### src/rtl/dc_ipu_array_divider_pipe.sv
// -----------------------------------------------------------------------------
// dc_ipu_array_divider_pipe
// Fully pipelined unsigned restoring array divider. One operand pair can be
// accepted every cycle. Each pair then passes through WIDTH restoring steps
// before the result leaves the block. The pipeline is valid/ready handshaked,
// with a single global advance enable: the whole array either shifts by one
// bank or holds.
//
// Ports
//   clk          rising-edge clock
//   nreset       asynchronous, active-low reset
//   in_valid     dividend/divisor valid
//   in_ready     pair accepted this cycle (combinational from out_ready/out_valid)
//   dividend     unsigned dividend
//   divisor      unsigned divisor
//   out_valid    result valid (bank WIDTH)
//   out_ready    consumer accepts the result this cycle
//   quotient     unsigned quotient (all ones when divisor == 0)
//   remainder    unsigned remainder (equals dividend when divisor == 0)
//   div_by_zero  result belongs to a pair with divisor == 0
// -----------------------------------------------------------------------------
module dc_ipu_array_divider_pipe #(
    parameter int WIDTH = 16
) (
    input  logic             clk,
    input  logic             nreset,
    input  logic             in_valid,
    output logic             in_ready,
    input  logic [WIDTH-1:0] dividend,
    input  logic [WIDTH-1:0] divisor,
    output logic             out_valid,
    input  logic             out_ready,
    output logic [WIDTH-1:0] quotient,
    output logic [WIDTH-1:0] remainder,
    output logic             div_by_zero
);

    // Bank 0 holds the accepted operands. Bank k holds the state after k
    // restoring steps.
    logic             vld_q [0:WIDTH];
    logic [WIDTH-1:0] dsr_q [0:WIDTH];
    logic [WIDTH-1:0] rem_q [0:WIDTH];
    logic [WIDTH-1:0] dvd_q [0:WIDTH];   // unconsumed dividend bits, MSB first
    logic [WIDTH-1:0] quo_q [0:WIDTH];   // quotient bits shift in at the LSB
    logic             dbz_q [0:WIDTH];

    // Next-state values produced by each restoring step.
    logic [WIDTH-1:0] rem_d [1:WIDTH];
    logic [WIDTH-1:0] dvd_d [1:WIDTH];
    logic [WIDTH-1:0] quo_d [1:WIDTH];

    logic adv;

    assign adv      = out_ready | ~out_valid;
    assign in_ready = adv;

    for (genvar k = 1; k <= WIDTH; k++) begin : g_step
        logic [WIDTH:0] t;
        logic           ge;

        assign t  = {rem_q[k-1], dvd_q[k-1][WIDTH-1]};
        assign ge = (t >= {1'b0, dsr_q[k-1]});
        // The compare is done at WIDTH+1 bits. When ge is set, t - divisor is
        // smaller than the divisor, so its low WIDTH bits equal the full
        // difference. That is why a WIDTH-bit subtraction is enough here.
        assign rem_d[k] = ge ? (t[WIDTH-1:0] - dsr_q[k-1]) : t[WIDTH-1:0];
        assign dvd_d[k] = {dvd_q[k-1][WIDTH-2:0], 1'b0};
        assign quo_d[k] = {quo_q[k-1][WIDTH-2:0], ge};
    end

    always_ff @(posedge clk or negedge nreset) begin
        if (!nreset) begin
            for (int i = 0; i <= WIDTH; i++) begin
                vld_q[i] <= 1'b0;
                dsr_q[i] <= '0;
                rem_q[i] <= '0;
                dvd_q[i] <= '0;
                quo_q[i] <= '0;
                dbz_q[i] <= 1'b0;
            end
        end else if (adv) begin
            vld_q[0] <= in_valid;
            dsr_q[0] <= divisor;
            rem_q[0] <= '0;
            dvd_q[0] <= dividend;
            quo_q[0] <= '0;
            dbz_q[0] <= (divisor == '0);
            for (int i = 1; i <= WIDTH; i++) begin
                vld_q[i] <= vld_q[i-1];
                dsr_q[i] <= dsr_q[i-1];
                rem_q[i] <= rem_d[i];
                dvd_q[i] <= dvd_d[i];
                quo_q[i] <= quo_d[i];
                dbz_q[i] <= dbz_q[i-1];
            end
        end
    end

    // Invalid slots carry junk internally, so the outputs are masked to 0.
    assign out_valid   = vld_q[WIDTH];
    assign quotient    = vld_q[WIDTH] ? quo_q[WIDTH] : '0;
    assign remainder   = vld_q[WIDTH] ? rem_q[WIDTH] : '0;
    assign div_by_zero = vld_q[WIDTH] & dbz_q[WIDTH];

endmodule

### config.mk
export PLATFORM = sky130hd
export DESIGN_NAME = dc_ipu_array_divider_pipe
export DESIGN_NICKNAME = d
export VERILOG_FILES = /design/src/rtl/dc_ipu_array_divider_pipe.sv
export SDC_FILE = /design/constraint.sdc
export NUM_CORES = 2
export LEC_CHECK = 0
export ABC_AREA = 1
export ABC_CLOCK_PERIOD_IN_PS = 2000
export CAP_MARGIN = 10
export CORE_MARGIN = 2
export CORE_UTILIZATION = 55
export CTS_CLUSTER_DIAMETER = 40
export DETAILED_ROUTE_END_ITERATION = 10
export GPL_TIMING_DRIVEN = 0
export PLACE_DENSITY_LB_ADDON = 0.15
export SYNTH_ARGS = -nofsm -noshare
export SYNTH_HDL_FRONTEND = slang
export SYNTH_SLANG_ARGS = --single-unit
### constraint.sdc
create_clock -name clk -period 2 [get_ports clk]
set_clock_uncertainty 0.2 [all_clocks]
set_input_delay 0.4 -clock clk [delete_from_list [all_inputs] [get_ports clk]]
set_output_delay 0.4 -clock clk [all_outputs]
set_load 0.1 [all_outputs]
Yosys cells after proc, flatten, opt, wreduce, memory -nomap -nowiden
Index checks and enable logic that the tools add are counted.
Word-level totals
  register bits after elaboration: 818
  bits of input ports: 36
  output and inout bits: 35
  word-level logic and storage cells: 152
Cells by class
  $add $sub $neg: 16
  $lt $le $gt $ge: 16
  multiplexer cells: 18
  bitwise operators: 3
  reductions and logical operators: 1
Operator list (number)
  16-bit two-way mux: 18
  17-bit by 16-bit greater-or-equal comparator with 1-bit output: 15
  16-bit subtractor: 15
  1-bit by 16-bit greater-or-equal comparator with 1-bit output: 1
  16-bit zero test: 1
  1-bit by 16-bit subtractor with 16-bit output: 1
  1-bit bitwise AND: 1
  1-bit inverter: 1
  1-bit bitwise OR: 1

Depth between registers and ports, before layout
  depth in word-level cells: 2
  mapped depth: 15
  gate-level depth less buffers: 14

Worst setup path before layout
No wires, ideal clock.
  kind: reg-to-output
  from: reg vld_q (netlist bit out_valid)
  to: out quotient[0]
  arrival: 2138 ps
  required time: 1400 ps
  slack: -738 ps
  stages on the path, launching flop included: 5
  buffers on the path: 2
  cell sequence: dfrtp_1 buf_2 clkbuf_1 nand2_1 inv_1
On the way
  longest elaborated chain between the ends: 1
Ends and longest elaborated chain
  start: declaration: RTL line 40  | logic vld_q [0:WIDTH];
  start signal: indexed assignment: RTL line 89  | vld_q[i] <= vld_q[i-1];
  16-bit two-way mux: RTL line 101  | assign quotient = vld_q[WIDTH] ? quo_q[WIDTH] : '0;
  end: declaration: RTL line 33  | output logic [WIDTH-1:0] quotient,
Every way passes these cells.

Worst setup path after layout
  from: reg vld_q (netlist bit out_valid)
  to: out remainder[5]
On the way
  longest elaborated chain between the ends: 1
Ends and longest elaborated chain
  16-bit two-way mux: RTL line 102  | assign remainder = vld_q[WIDTH] ? rem_q[WIDTH] : '0;
  end: declaration: RTL line 34  | output logic [WIDTH-1:0] remainder,
Every way passes these cells.

==> flow_summary.toml <==
[global_routing]
antenna_found_initial = 2
grt_pass1_wl_mm = 253.8
grt_max_degree = 124
grt.overflow.total = 0
grt_usage_pct = 34.91
first_global_vias = 45390

[cells_and_area]
drive_above_1_share_pct = 33.16
syn2layout_area_growth_pct = 40.12
fill_cells = 6286
ff_latch_area_mm2 = 0.02062
nets = 7893
final_cells = 8885
final_area_mm2 = 0.06954
multi_input_area_mm2 = 0.03079
diodes = 0

[logic_synthesis]
yosys.area.top_type = "dfrtp_1"
synthMuxAreaShare_pct = 0
synth_edf_count = 0
synth_top_family_by_area = "simple AND/OR/NAND/NOR gates"
synth-simple-area-share_pct = 35.14
syn_inst = 6875
synthDistinctLibCells = 47
netlist.area_leader.share_pct = 41.24
ys_seq_area_share_pct = 41.24
synthTopCellsByCount = "nand2_1 (2785), inv_1 (943), dfrtp_1 (818)"
async_reset_ff_share_pct = 100.0
synth_compound_area_share_pct = 4.886
synth_area_mm2 = 0.04963
syn_area_per_cell_um2 = 7.219
synth-adder-area-share_pct = 6.706
synth_nets = 7168
yosysMostFrequentCell = "nand2_1"
synth-seq-cells = 818
synth-xor-area-share_pct = 1.976
synth_area_leaders = "dfrtp_1 (41%), nand2_1 (21%), inv_1 (7.1%)"
synthFlopType = "dfrtp_1"
yosys_warnings = 0

[sta]
worstMarginPinSlew_ns = 0.6649
hold_ws_ns = -0.1517
finalCritPeriodShare_pct = 129.6
max_freq_ghz = 0.3858
maxSlewHeadroom_pct = 55.67
finalHoldViolCount = 192
drv_slew = 0
finalCriticalPeriod_ns = 2.592
setup-violations-final = 801
grt_setup_unrepaired = "true"
setup_ws_ns = -0.5922

[floorplanning]
io_pins = 71
core_mm2 = 0.08974
die_h_um = 304.4
die_w_um = 304.4
std_cell_rows = 110
die-area_mm2 = 0.09266
start_util_pct = 55.31

[placement]
place_area_mm2 = 0.05243
finalWeightedCongestion = 0.9393
portBuffers = 70
dp.cells = 8129
dpl.hpwl_mm = 118.9

[status]
failed_checks = "negative hold slack, negative setup slack"
status = "finished, violations left"

[hold_path]
hp-class = "in -> async"

[clocking]
cts.sinks = 818
cts_buffers = 133
cts_max_level = 4
cts_tree = "yes"
clock_path_buffers = 3
clk_pin_slew_ns = 0.06
ctsRootBufferMaster = "clkbuf_16"
clock_latency_ns = 0.75
cts_hold_buf = 9

[drt]
ant_nets = 0
via_count = 50030
via_per_inst = 5.631
remaining_drc_errors = 0
avgRoutedWirePerCell_um = 20.45
wl_mm = 181.7
drt_first_pass_iters = 6
drt_iter0_drc = 5243

[worst_setup_path]
critPathLaunchType = "flip-flop"
crit_type = "reg -> out"
crit_fanout = 10
cp.required_ns = 1.40
crit_arrival_ns = 1.99
end_kind = "output pin"

[flow_run]
maxCapViolations = 0
cells in the final DEF (no fill, tap or decap), drive strengths merged:
cell and n:
nand2 2855, inv 950, dfrtp 818, buf 716, nand3 599, o21ai 308
nor2 261, ha 242, clkbuf 232, nand4 164, a21oi 136, xor2 81
nand3b 73, nor3 50, clkinvlp 47, clkdlybuf4s50 34, xnor2 31, clkinv 28
bufinv 16, fa 15, o21bai 11, or2 11, o21a 7, and2 7
a31oi 6, nor4 4, dlygate4sd3 3, and3 3, a22oi 1
stage by stage:
stage                     setup slack (ns)  TNS, ns  util, %  hold slack [ns]
final                              -0.5922  -111.49    77.50          -0.1517
after detailed placement            -1.598  -638.60    58.42          0.09494
after floorplan                   -0.03275  -0.9822        -         -0.09559
after CTS                          -0.6149  -191.53    67.07          -0.1333
after global placement              -42.47        -    58.19           0.2380
after global routing               -0.6199  -156.10    77.50          -0.1018
flip-flops by register name, indices dropped and copies added (netlist names):
| register | count |
|---|---|
| rem_q | 16 |
| dvd_d | 120 |
| out_valid | 1 |
| vld_q | 16 |
| dsr_q | 256 |
| quo_q | 16 |
| dbz_q | 17 |
| dvd_q | 16 |
| quo_d | 120 |
| g_step.t | 240 |
what timing repair did:
| action | in CTS | in global routing |
|---|---|---|
| setup buffers | 95 | 378 |
| gates resized for setup | 668 | 1648 |
| gates cloned | 7 | 30 |
| endpoints found under the hold margin | 227 | 130 |
| pin swaps | 41 | 434 |
| setup endpoints to repair | 852 | 1022 |
path summary, 6_finish.rpt:
check                           cells past startpoint                         end  slack, ns                       start
worst min register to register                      2      dvd_d[108]$_DFFE_PN0P_       0.26      dvd_d[123]$_DFFE_PN0P_
worst max-delay path                                5                remainder[5]      -0.59       out_valid$_DFFE_PN0P_
max in group asynchronous                           8      dsr_q[246]$_DFFE_PN0P_       0.09                      nreset
worst min-delay path                                6       dsr_q[89]$_DFFE_PN0P_      -0.15                      nreset
worst max register to register                     11  g_step[6].t[1]$_DFFE_PN0P_      -0.30  g_step[5].t[4]$_DFFE_PN0P_
min in group clk                                    3      dvd_d[246]$_DFFE_PN0P_       0.02                 dividend[5]
cell families after synthesis:
group           Yosys count
compound gates          469
xor+xnor                112
fa+ha+maj               257
buf+inv                1196
flops                   818
simple gates           4023
cell type report:
class                      count  area share, %
inverter                     956          5.370
timing repair buffer         593          8.438
multi-input combinational   4865          44.28
clock buffer                 159          5.191
sequential                   818          29.65
tap                         1176          2.116
buffer                       233          3.433
clock inverter                85          1.522
worst max-delay path, cell delays in order, from the launching register on:
cell	delay, ns
dfrtp_4	0.50
buf_12	0.16
clkbuf_16	0.18
nand2_2	0.09
clkinvlp_4	0.10
buf_6	0.19
metal layers:
layer  vias to the layer above  track usage, %  part of all wire, %
li1                      23110               -                    -
met1                     24070           47.60                   40
met2                      2235           56.27                   47
met3                       620           5.272                  7.9
met4                         0           13.47                  5.2
met5                         -               0                    0
Power is not shown: default switching activity piles up to over one toggle a cycle in this logic, so the estimate is an artifact.
